$ cat src/rtl/uart_bus_arbiter.sv
// Bus master for UART_Component: polls the control register, drains Rx bytes to one
// consumer and arbitrates two Tx byte streams round-robin onto the UART Tx buffer.
module uart_bus_arbiter #(
    parameter int SETUP_CYCLES = 2,
    parameter int READ_CYCLES  = 2,
    parameter int GAP_CYCLES   = 2,
    parameter int RX_AVAIL_BIT = 0,
    parameter int TX_BUSY_BIT  = 1
) (
    input  logic       clock,
    input  logic       reset,
    output logic       uart_cs,
    output logic       uart_rd,
    output logic       uart_wr,
    output logic [2:0] uart_addr,
    output logic [7:0] uart_in_data,
    input  logic [7:0] uart_out_data,
    input  logic [1:0] tx_valid,
    input  logic [7:0] tx_data0,
    input  logic [7:0] tx_data1,
    output logic [1:0] tx_ready,
    output logic       rx_valid,
    output logic [7:0] rx_data,
    input  logic       rx_ready
);

    localparam int CNT_W = 8;

    typedef enum logic [2:0] {
        S_IDLE,
        S_POLL,
        S_DECIDE,
        S_RX_RD,
        S_TX_SETUP,
        S_TX_STROBE,
        S_GAP
    } state_t;

    state_t           r_state;
    state_t           w_state_nxt;
    logic [CNT_W-1:0] r_cnt;

    logic       r_cs, r_rd, r_wr;
    logic [2:0] r_addr;
    logic [7:0] r_in_data;
    logic [1:0] r_tx_ready;
    logic       r_last_grant;
    logic       r_rx_valid;
    logic [7:0] r_rx_data;
    logic       r_stat_rx_avail;
    logic       r_stat_tx_busy;

    logic       w_cs_nxt, w_rd_nxt, w_wr_nxt;
    logic [2:0] w_addr_nxt;
    logic [7:0] w_in_data_nxt;
    logic [1:0] w_tx_ready_nxt;
    logic       w_last_grant_nxt;

    logic w_read_last, w_setup_last, w_gap_last;
    logic w_rx_go, w_tx_go, w_grant;

    assign w_read_last  = (r_cnt == CNT_W'(READ_CYCLES - 1));
    assign w_setup_last = (r_cnt == CNT_W'(SETUP_CYCLES - 1));
    assign w_gap_last   = (r_cnt == CNT_W'(GAP_CYCLES - 1));

    // Rx is checked first so a pending byte always beats a pending Tx write
    assign w_rx_go = r_stat_rx_avail && !r_rx_valid;
    assign w_tx_go = !r_stat_tx_busy && (tx_valid != 2'b00);
    assign w_grant = (tx_valid == 2'b11) ? ~r_last_grant : tx_valid[1];

    always_ff @(posedge clock or negedge reset) begin
        if (!reset) begin
            r_state <= S_IDLE;
            r_cnt   <= '0;
        end else begin
            r_state <= w_state_nxt;
            r_cnt   <= (w_state_nxt != r_state) ? '0 : r_cnt + 1'b1;
        end
    end

    always_comb begin
        w_state_nxt = r_state;
        case (r_state)
            S_IDLE:      w_state_nxt = S_POLL;
            S_POLL:      if (w_read_last) w_state_nxt = S_DECIDE;
            S_DECIDE: begin
                if (w_rx_go)      w_state_nxt = S_RX_RD;
                else if (w_tx_go) w_state_nxt = S_TX_SETUP;
                else              w_state_nxt = S_POLL;
            end
            S_RX_RD:     if (w_read_last) w_state_nxt = S_GAP;
            S_TX_SETUP:  if (w_setup_last) w_state_nxt = S_TX_STROBE;
            S_TX_STROBE: w_state_nxt = S_GAP;
            S_GAP:       if (w_gap_last) w_state_nxt = S_POLL;
            default:     w_state_nxt = S_IDLE;
        endcase
    end

    // Bus outputs are decoded from the next state so they are registered yet aligned to it
    always_comb begin
        w_cs_nxt         = 1'b1;
        w_rd_nxt         = 1'b1;
        w_wr_nxt         = 1'b1;
        w_addr_nxt       = r_addr;
        w_in_data_nxt    = r_in_data;
        w_tx_ready_nxt   = 2'b00;
        w_last_grant_nxt = r_last_grant;
        case (w_state_nxt)
            S_POLL: begin
                w_cs_nxt   = 1'b0;
                w_rd_nxt   = 1'b0;
                w_addr_nxt = 3'd0;
            end
            S_RX_RD: begin
                w_cs_nxt   = 1'b0;
                w_rd_nxt   = 1'b0;
                w_addr_nxt = 3'd1;
            end
            S_TX_SETUP:  w_cs_nxt = 1'b0;
            S_TX_STROBE: begin
                w_cs_nxt = 1'b0;
                w_wr_nxt = 1'b0;
            end
            default: ;
        endcase
        if (r_state == S_DECIDE && w_state_nxt == S_TX_SETUP) begin
            w_addr_nxt       = 3'd2;
            w_in_data_nxt    = w_grant ? tx_data1 : tx_data0;
            w_tx_ready_nxt   = w_grant ? 2'b10 : 2'b01;
            w_last_grant_nxt = w_grant;
        end
    end

    always_ff @(posedge clock or negedge reset) begin
        if (!reset) begin
            r_cs            <= 1'b1;
            r_rd            <= 1'b1;
            r_wr            <= 1'b1;
            r_addr          <= 3'd0;
            r_in_data       <= 8'd0;
            r_tx_ready      <= 2'b00;
            r_last_grant    <= 1'b1;
            r_rx_valid      <= 1'b0;
            r_rx_data       <= 8'd0;
            r_stat_rx_avail <= 1'b0;
            r_stat_tx_busy  <= 1'b0;
        end else begin
            r_cs         <= w_cs_nxt;
            r_rd         <= w_rd_nxt;
            r_wr         <= w_wr_nxt;
            r_addr       <= w_addr_nxt;
            r_in_data    <= w_in_data_nxt;
            r_tx_ready   <= w_tx_ready_nxt;
            r_last_grant <= w_last_grant_nxt;
            if (r_state == S_POLL && w_read_last) begin
                r_stat_rx_avail <= uart_out_data[RX_AVAIL_BIT];
                r_stat_tx_busy  <= uart_out_data[TX_BUSY_BIT];
            end
            if (r_state == S_RX_RD && w_read_last) begin
                r_rx_data  <= uart_out_data;
                r_rx_valid <= 1'b1;
            end else if (r_rx_valid && rx_ready) begin
                r_rx_valid <= 1'b0;
            end
        end
    end

    assign uart_cs      = r_cs;
    assign uart_rd      = r_rd;
    assign uart_wr      = r_wr;
    assign uart_addr    = r_addr;
    assign uart_in_data = r_in_data;
    assign tx_ready     = r_tx_ready;
    assign rx_valid     = r_rx_valid;
    assign rx_data      = r_rx_data;

endmodule

$ cat config.mk
export PLATFORM = sky130hd
export DESIGN_NAME = uart_bus_arbiter
export DESIGN_NICKNAME = d
export VERILOG_FILES = /design/src/rtl/uart_bus_arbiter.sv
export SDC_FILE = /design/constraint.sdc
export NUM_CORES = 1
export LEC_CHECK = 0
export BUFFER_PORTS_ARGS = -buffer_cell sky130_fd_sc_hd__buf_2
export CORE_UTILIZATION = 30
export CTS_BUF_LIST = sky130_fd_sc_hd__clkbuf_4 sky130_fd_sc_hd__clkbuf_8
export DETAILED_ROUTE_END_ITERATION = 8
export SLEW_MARGIN = 20
export SYNTH_ARGS = -nofsm -noshare
export SYNTH_HDL_FRONTEND = slang
export SYNTH_SLANG_ARGS = --single-unit
export TNS_END_PERCENT = 30
$ cat constraint.sdc
create_clock -name clock -period 2.5 [get_ports clock]
set_clock_uncertainty 0.2 [all_clocks]
set_input_delay 0.5 -clock clock [delete_from_list [all_inputs] [get_ports clock]]
set_output_delay 0.5 -clock clock [all_outputs]
set_load 0.01 [all_outputs]
# Word-level counts from Yosys, hierarchy flattened
# Index checks and enable logic that the tools add are counted.
# op_classes
addsub	1
shift	0
n_lt_le_gt_ge	0
n_bitwise	1
n_mul	0
mux	19
n_reduce_logical	14
n_eq_ne	13
div	0
# op_table
op	n
2-to-1 mux 3 bit	7
one-hot mux 3 bit (7 select lines)	1
2-to-1 mux 8 bit	2
== test 3 bit, second input constant	5
== test 3 x 2 -> 1 bit, second input constant	3
adder 8 x 1 -> 8 bit, second input constant	1
== test 8 x 1 -> 1 bit, second input constant	1
== test 3 x 1 -> 1 bit, second input constant	2
logical AND 1 bit	6
2-to-1 mux 1 bit	6
one-hot mux 3 bit (2 select lines)	1
2-to-1 mux 2 bit	2
nonzero test 2 bit	2
OR reduction 4 bit	1
logical NOT 3 bit	1
!= test 3 bit	1
nonzero test 3 bit	1
== test 2 bit, second input constant	1
logical NOT 1 bit	2
OR reduction 2 bit	1
inverter 1 bit	1
# totals
regBits	39
input_bits	29
ramBits	0
latchBits	0
mem_count	0
out_inout_bits	25
romBits	0
elab_cells	61

# Logic depth before layout (Yosys ltp)
# Gate-level depths: netlist (run 1).
# logic_depth
word_depth	8
ltp_mapped	6
depth_no_buf	6

# Worst setup path before layout (run 1)
# OpenSTA, ideal clock, no wires.
# synth_timing
kind	reg2reg
startpoint	register r_cnt[1]
endpoint	register r_stat_rx_avail
n_path_buf	0
setup_slack_ns	0.130
arrival_time_ns	2.045
path_stages_with_launch	7
setup_ns	0.125
required_ns	2.175
cell_sequence	dfrtp_1 inv_1 ha_1 or4b_4 or3_4 or3_4 mux2_4
# synth_between
elab_chain_cells	2
# synth_lines
element	line_no	source
start, declared	41	logic [CNT_W-1:0] r_cnt;
start signal, assigned	77	r_cnt <= (w_state_nxt != r_state) ? '0 : r_cnt + 1'b1;
== test 8 x 1 -> 1 bit	62	assign w_read_last = (r_cnt == CNT_W'(READ_CYCLES - 1));
logical AND 1 bit	155	if (r_state == S_POLL && w_read_last) begin
end signal, assigned	156	r_stat_rx_avail <= uart_out_data[RX_AVAIL_BIT];
end, declared	50	logic r_stat_rx_avail;
# No other way between the ends.
# A chain may end at the register's enable or synchronous reset.

# Final worst setup path (run 1)
# layout_timing
startpoint	register r_cnt[1]
endpoint	register r_stat_tx_busy
# layout_between
elab_chain_cells	2
# layout_lines
element	line_no	source
== test 8 x 1 -> 1 bit	62	
logical AND 1 bit	155	
end signal, assigned	157	r_stat_tx_busy <= uart_out_data[TX_BUSY_BIT];
end, declared	51	logic r_stat_tx_busy;
# No other way between the ends.

==> results.toml, run 1 <==
[run_status]
outcome = "completed"

[worst_setup_path]
crit_path_max_fanout = 4
crit_path_max_incr_delay_ns = 0.47
critPathRequiredTime_ns = 2.47
cp-start-kind = "flop"
slowest_stage = "or4b_4"
crit_chain = "inv_1 -> ha_1 -> or4b_4 -> or3_4 -> or3_4 -> mux2_4"
crit_type = "reg -> reg"
cpMostUsedCell = "or3_4"
arrival_ns = 2.39
critPathCaptureType = "flop"

[timing]
rsz0062_at_grt = "no"
maxSlewViolCount = 0
finalSetupViolCount = 0
hold_viol_final = 0
finalSetupTns_ns = 0
finalCriticalPeriod_ns = 2.42
timing.fmax_mhz = 413
post-route-period-util_pct = 96.9

[clock_network]
clk_path_buf_depth = 2
cts_root_buffer = "clkbuf_8"
cts.sinks = 38
cts_made_buffers = 5
path_clk_slew_ns = 0.07
cts_max_level = 2
cts_resized = 0
worstSkewPairLatency_ns = 0.28
postCtsSetupRepairBufs = 0
tritoncts = "done"
postCtsHoldBufs = 0

[drt]
ant_nets = 0
dr.first_iter.drc_count = 58
drtPass1Iterations = 4
wire_per_inst_microns = 11.1
drc_errors = 0
dr_wl_met3_microns = 141
drt_wl_total_mm = 3.10
routed.top_layer = "met4"
via_per_inst = 4.44
met2_length_mm = 1.48
met1_length_mm = 1.40
num_vias = 1240

[pwr]
p_switching_mw = 0.808
internal_power_mw = 1.53
total_power_mw = 2.34
combPwrFrac_pct = 38.5
clkPwrFrac_pct = 18.6
netSwitchingFraction_pct = 34.6
powerDensity_nw_per_um2 = 1090
p_leak_nw = 1.08
seqPwrFrac_pct = 43.0
peakVddDrop_v = 0.000441

[final_layout]
drive_gt1_share_pct = 40.7
nets = 239
final_util_pct = 40.9
n_antenna_cell = 0
syn_to_final_growth_pct = 27.1

[global_routing]
grt_use_total_pct = 11.9
grt_first_pass_wirelength_mm = 5.43
grt_overflow = 0
antenna_found_initial = 0
grt_pass1_vias = 1196
grt_max_degree = 39

[die]
dieArea_sq_um = 5910
core_area_sq_um = 5240
num_io_pins = 54
rows = 26
initial_utilization_pct = 32.1
dieWidth_microns = 76.9
fp.dieH_microns = 76.9

[yosys]
synth.net_count = 181
synthArstFlopShare_pct = 100
yosys_warnings = 0
syn_inst = 150
synth-seq-area-share_pct = 56.8
synth_edf_count = 0
synth-seq-cells = 38
synth_top_flop_cell = "dfrtp_1"
synth.distinct_cells = 34
syn_area_per_cell_sq_um = 11.2
synth_area_sq_um = 1680

[worst_hold_path]
hold_path.class = "in -> async"

[placement]
gp_congestion = 0.781
port_buffers = 52
dpl.hpwl_mm = 2.27

[job]
max_cap_viol_count = 0
## metrics by stage
| step | instance area, sq um | std cells | setup slack [ns] | hold WS (ns) |
|---|---|---|---|---|
| final | 2140 | 279 | 0.0785 | 0.0411 |
| after global routing | 2140 | 279 | 0.00728 | 0.0829 |
| after CTS | 2140 | 279 | 0.0782 | 0.0623 |
| after detailed placement | 2040 | 271 | 0.0804 | 0.266 |
| after global placement | 2040 | 271 | 0.0975 | 0.260 |
| after floorplan | 1680 | 150 | 0.130 | 0.00441 |
## layout by cell type (no fill, tap or decap), types with 2 or more instances in the layout
| master | Yosys | final |
|---|---|---|
| clkbuf_8 | 0 | 6 |
| inv_1 | 4 | 4 |
| a21oi_1 | 2 | 2 |
| nor2b_1 | 2 | 2 |
| nand2_1 | 14 | 14 |
| a21o_1 | 2 | 2 |
| ha_1 | 2 | 2 |
| mux2i_1 | 9 | 9 |
| or3_4 | 2 | 2 |
| dfstp_2 | 4 | 4 |
| mux2_4 | 2 | 2 |
| xnor2_1 | 4 | 4 |
| buf_4 | 1 | 6 |
| dfrtp_1 | 34 | 34 |
| buf_2 | 1 | 52 |
| xor2_1 | 3 | 3 |
| nor2_1 | 17 | 17 |
| mux2_2 | 8 | 8 |
| o21ai_0 | 14 | 14 |
| nand3_1 | 6 | 6 |
| a211oi_1 | 2 | 2 |
## power by group through the flow
stage	registers [mW]	logic [mW]	clock network, mW
floorplan	1.06	0.529	0
global placement	1.01	0.905	0
detailed placement	1.01	0.917	0
CTS	1.01	0.916	0.456
global route	1.04	1.02	0.484
finish	1.00	0.899	0.434
## worst max-delay path, delay by kind of cell (launching register included)
kind | cells | cell delay [ns]
simple gates | 3 | 1.22
buf+inv | 1 | 0.06
mux | 1 | 0.30
flops | 1 | 0.41
fa+ha+maj | 1 | 0.12
## final cells by class
| type | count | area, sq um |
|---|---|---|
| clock inverters | 1 | 5.00 |
| fillers | 523 | 3100 |
| flip-flops and latches | 38 | 956 |
| well taps | 70 | 87.6 |
| multi-input cells | 101 | 681 |
| clock buffers | 7 | 90.1 |
| inverters | 4 | 15.0 |
| repair buffers | 58 | 305 |
## registers in the layout, indices dropped and copies added, names as in the netlist
register         flops
uart_in_data         8
uart_addr            2
r_stat_tx_busy       1
tx_ready             2
r_last_grant         1
r_cnt                8
uart_rd              1
r_state              3
uart_cs              1
r_stat_rx_avail      1
rx_valid             1
rx_data              8
uart_wr              1
## cell families (layout without fill, tap and decap cells)
| group | after synthesis | count (layout) | synth area share [%] |
|---|---|---|---|
| other | 1 | 1 | 0.223 |
| AO/OA/AOI/OAI | 24 | 24 | 8.62 |
| AND/OR/NAND/NOR | 48 | 48 | 14.0 |
| XOR/XNOR | 7 | 7 | 3.64 |
| multiplexers | 19 | 19 | 12.5 |
| adder cells (fa/ha/maj) | 2 | 2 | 1.49 |
| buffers and inverters | 11 | 70 | 2.75 |
| flip-flops | 38 | 38 | 56.8 |
## routing by layer
| metal | vias to the layer above | global-route usage, % |
|---|---|---|
| li1 | 618 | - |
| met1 | 582 | 13.4 |
| met2 | 34 | 20.0 |
| met3 | 6 | 3.57 |
| met4 | 0 | 6.92 |
| met5 | - | 0 |
## Yosys cell counts (all sizes together), types with 2 or more instances
cell	count	share of area, %
o21ai	14	4.2
ha	2	1.5
buf	3	0.97
mux2	10	7.1
mux2i	9	5.4
or3	3	1.7
clkbuf	4	0.89
xor2	3	1.6
a21o	2	0.89
xnor2	4	2.1
a211oi	2	0.89
dfrtp	34	51
dfstp	4	6.2
nand2	14	3.1
nor2	17	3.8
nand3	6	1.8
inv	4	0.89
a21oi	2	0.59
nor2b	2	0.74
## worst paths after layout
path	slack, ns	depth (start not counted)	start	end
max in group asynchronous	1.70	2	reset	uart_cs
worst max-delay path	0.08	6	r_cnt[1]	r_stat_tx_busy
worst min register to register	0.27	2	uart_in_data[2]	uart_in_data[2]
worst min-delay path	0.04	2	reset	uart_in_data[4]
worst max register to register	0.08	6	r_cnt[1]	r_stat_tx_busy
min in group clock	0.20	2	rx_ready	rx_valid
Power figures use the tool's default switching activity.
==> run 2, diff against run 1 <==
==> constraint.sdc (replaced) <==
create_clock -name clock -period 2.8 [get_ports clock]
set_clock_uncertainty 0.2 [all_clocks]
set_input_delay 0.56 -clock clock [delete_from_list [all_inputs] [get_ports clock]]
set_output_delay 0.56 -clock clock [all_outputs]
set_load 0.01 [all_outputs]
==> run 2 against run 1 <==
  * Clock power shrank 9.0%
  * Critical path depth is the same
  * Core utilization shrank 0.57 points
  * Maximum frequency shrank 2.7%
  * Worst hold slack gained 0.12 ns
  * Setup slack gained 0.23 ns
  * Wire length grew 2.3%
  * Count of clock-buffer cells in the layout is the same
  * Total power shrank 11%
  * Final cell count shrank 1.4%
  * Critical path type unchanged
  * Largest cell class unchanged
  * Largest power group unchanged
  * Highest routed layer unchanged
==> results.toml, run 2 (synthesized netlist as in run 1, its figures left out) <==
[worst_setup_path]
crit_path_max_incr_delay_ns = 0.47
crit_chain = "inv_1 -> ha_1 -> or4b_4 -> nor2_1 -> nand3_1 -> mux2_2"
cp_num_buf_inv = 1
slowest_stage = "or4b_4"
crit_path_max_fanout = 9
cp-start-kind = "flop"
crit_type = "reg -> reg"
path_delay_family = "simple AND/OR/NAND/NOR gates"
arrival_ns = 2.46
critPathRequiredTime_ns = 2.77
critPathCaptureType = "flop"

[global_routing]
grt_max_degree = 39
grt-busiest-layer = "met2"
grt_first_pass_wirelength_mm = 5.45
grt_pass1_vias = 1155
met2_usage_pct = 19.3
grt_overflow = 0
antenna_found_initial = 0
grt_use_total_pct = 11.9
grt_use_met1_pct = 13.9
grt_use_met3_pct = 3.69

[placement]
dpl_cell_area_sq_um = 2010
dp.cells = 267
dp_slack_ns = 0.304
gp_congestion = 0.854
port_buffers = 52
dpl.hpwl_mm = 2.25

[final_layout]
final_common_cell = "buf_2"
syn_to_final_growth_pct = 25.4
fin_cells = 275
multi_input_area_sq_um = 681
layout_common_cells = "buf_2, dfrtp_1, nor2_1, o21ai_0, nand2_1"
final_util_pct = 40.3
final_area_sq_um = 2110
nets = 235
fillCellCount = 522
regArea_sq_um = 956
n_antenna_cell = 0
drive_gt1_share_pct = 39.5

[die]
num_io_pins = 54
fp.dieH_microns = 76.9
core_area_sq_um = 5240
initial_utilization_pct = 32.1
rows = 26
dieArea_sq_um = 5910
dieWidth_microns = 76.9

[clock_network]
path_clk_slew_ns = 0.08
worstSkewPairLatency_ns = 0.29
clk_path_buf_depth = 2
postCtsSetupRepairBufs = 0
postCtsHoldBufs = 0
cts_max_level = 2
tritoncts = "done"
cts_made_buffers = 5
cts_resized = 0
cts_root_buffer = "clkbuf_8"
cts.sinks = 38

[timing]
tightest_slew_ns = 0.826
finalSetupViolCount = 0
hold_viol_final = 0
hold_slack_ns = 0.162
finalCriticalPeriod_ns = 2.49
timing.fmax_mhz = 402
rsz0062_at_grt = "no"
finalSetupTns_ns = 0
post-route-period-util_pct = 88.9
worst_slack_ns = 0.312
slew_headroom_pct = 44.9
maxSlewViolCount = 0

[drt]
drtPass1Iterations = 4
dr.first_iter.drc_count = 46
num_vias = 1227
via_per_inst = 4.46
wire_per_inst_microns = 11.5
ant_nets = 0
drt_wl_total_mm = 3.17
drc_errors = 0

[run_status]
outcome = "completed"

[pwr]
peakVddDrop_v = 0.000315
powerDensity_nw_per_um2 = 981
total_power_mw = 2.07
p_leak_nw = 1.06

[job]
max_cap_viol_count = 0

[worst_hold_path]
hold_path.class = "in -> async"
==> run 2: cell count changes in the layout (fill, tap and decap cells not counted) <==
cell   delta
buf_4     -4
==> run 2: report_power, final <==
group | switching, mW | leakage, nW | total, mW | internal [mW]
clock network | 0.187 | 0.0517 | 0.395 | 0.208
logic | 0.395 | 0.532 | 0.761 | 0.366
registers | 0.144 | 0.475 | 0.913 | 0.769
total | 0.726 | 1.06 | 2.07 | 1.34
==> run 2: worst register-to-register path, stage by stage (launching register included) <==
cell and delay, ns:
dfrtp_1 0.40, inv_1 0.06, ha_1 0.12, or4b_4 0.47, nor2_1 0.33, nand3_1 0.40, mux2_2 0.39
==> run 2: final timing paths <==
check | from | end | slack, ns | cells past startpoint
max | r_cnt[1] | rx_data[1] | 0.31 | 6
min | reset | uart_in_data[5] | 0.16 | 1
max reg2reg | r_cnt[1] | rx_data[1] | 0.31 | 6
min reg2reg | uart_in_data[0] | uart_in_data[0] | 0.27 | 2
max in group asynchronous | reset | r_stat_tx_busy | 1.71 | 1
min in group clock | rx_ready | rx_valid | 0.25 | 2
==> run 2: layout make-up <==
type                       instances  share of cell area [%]
clock inverter                     1                   0.237
sequential                        38                    45.3
tap                               70                    4.15
timing repair buffer              54                    13.0
multi-input combinational        101                    32.3
clock buffer                       7                    4.27
inverter                           4                   0.712
==> run 2: routing by layer <==
layer	share of wire (%)	vias up	wire, microns
met5	0	-	0
met4	2.4	0	76
met3	4.6	7	147
met2	49	31	1560
met1	44	572	1390
li1	-	617	-
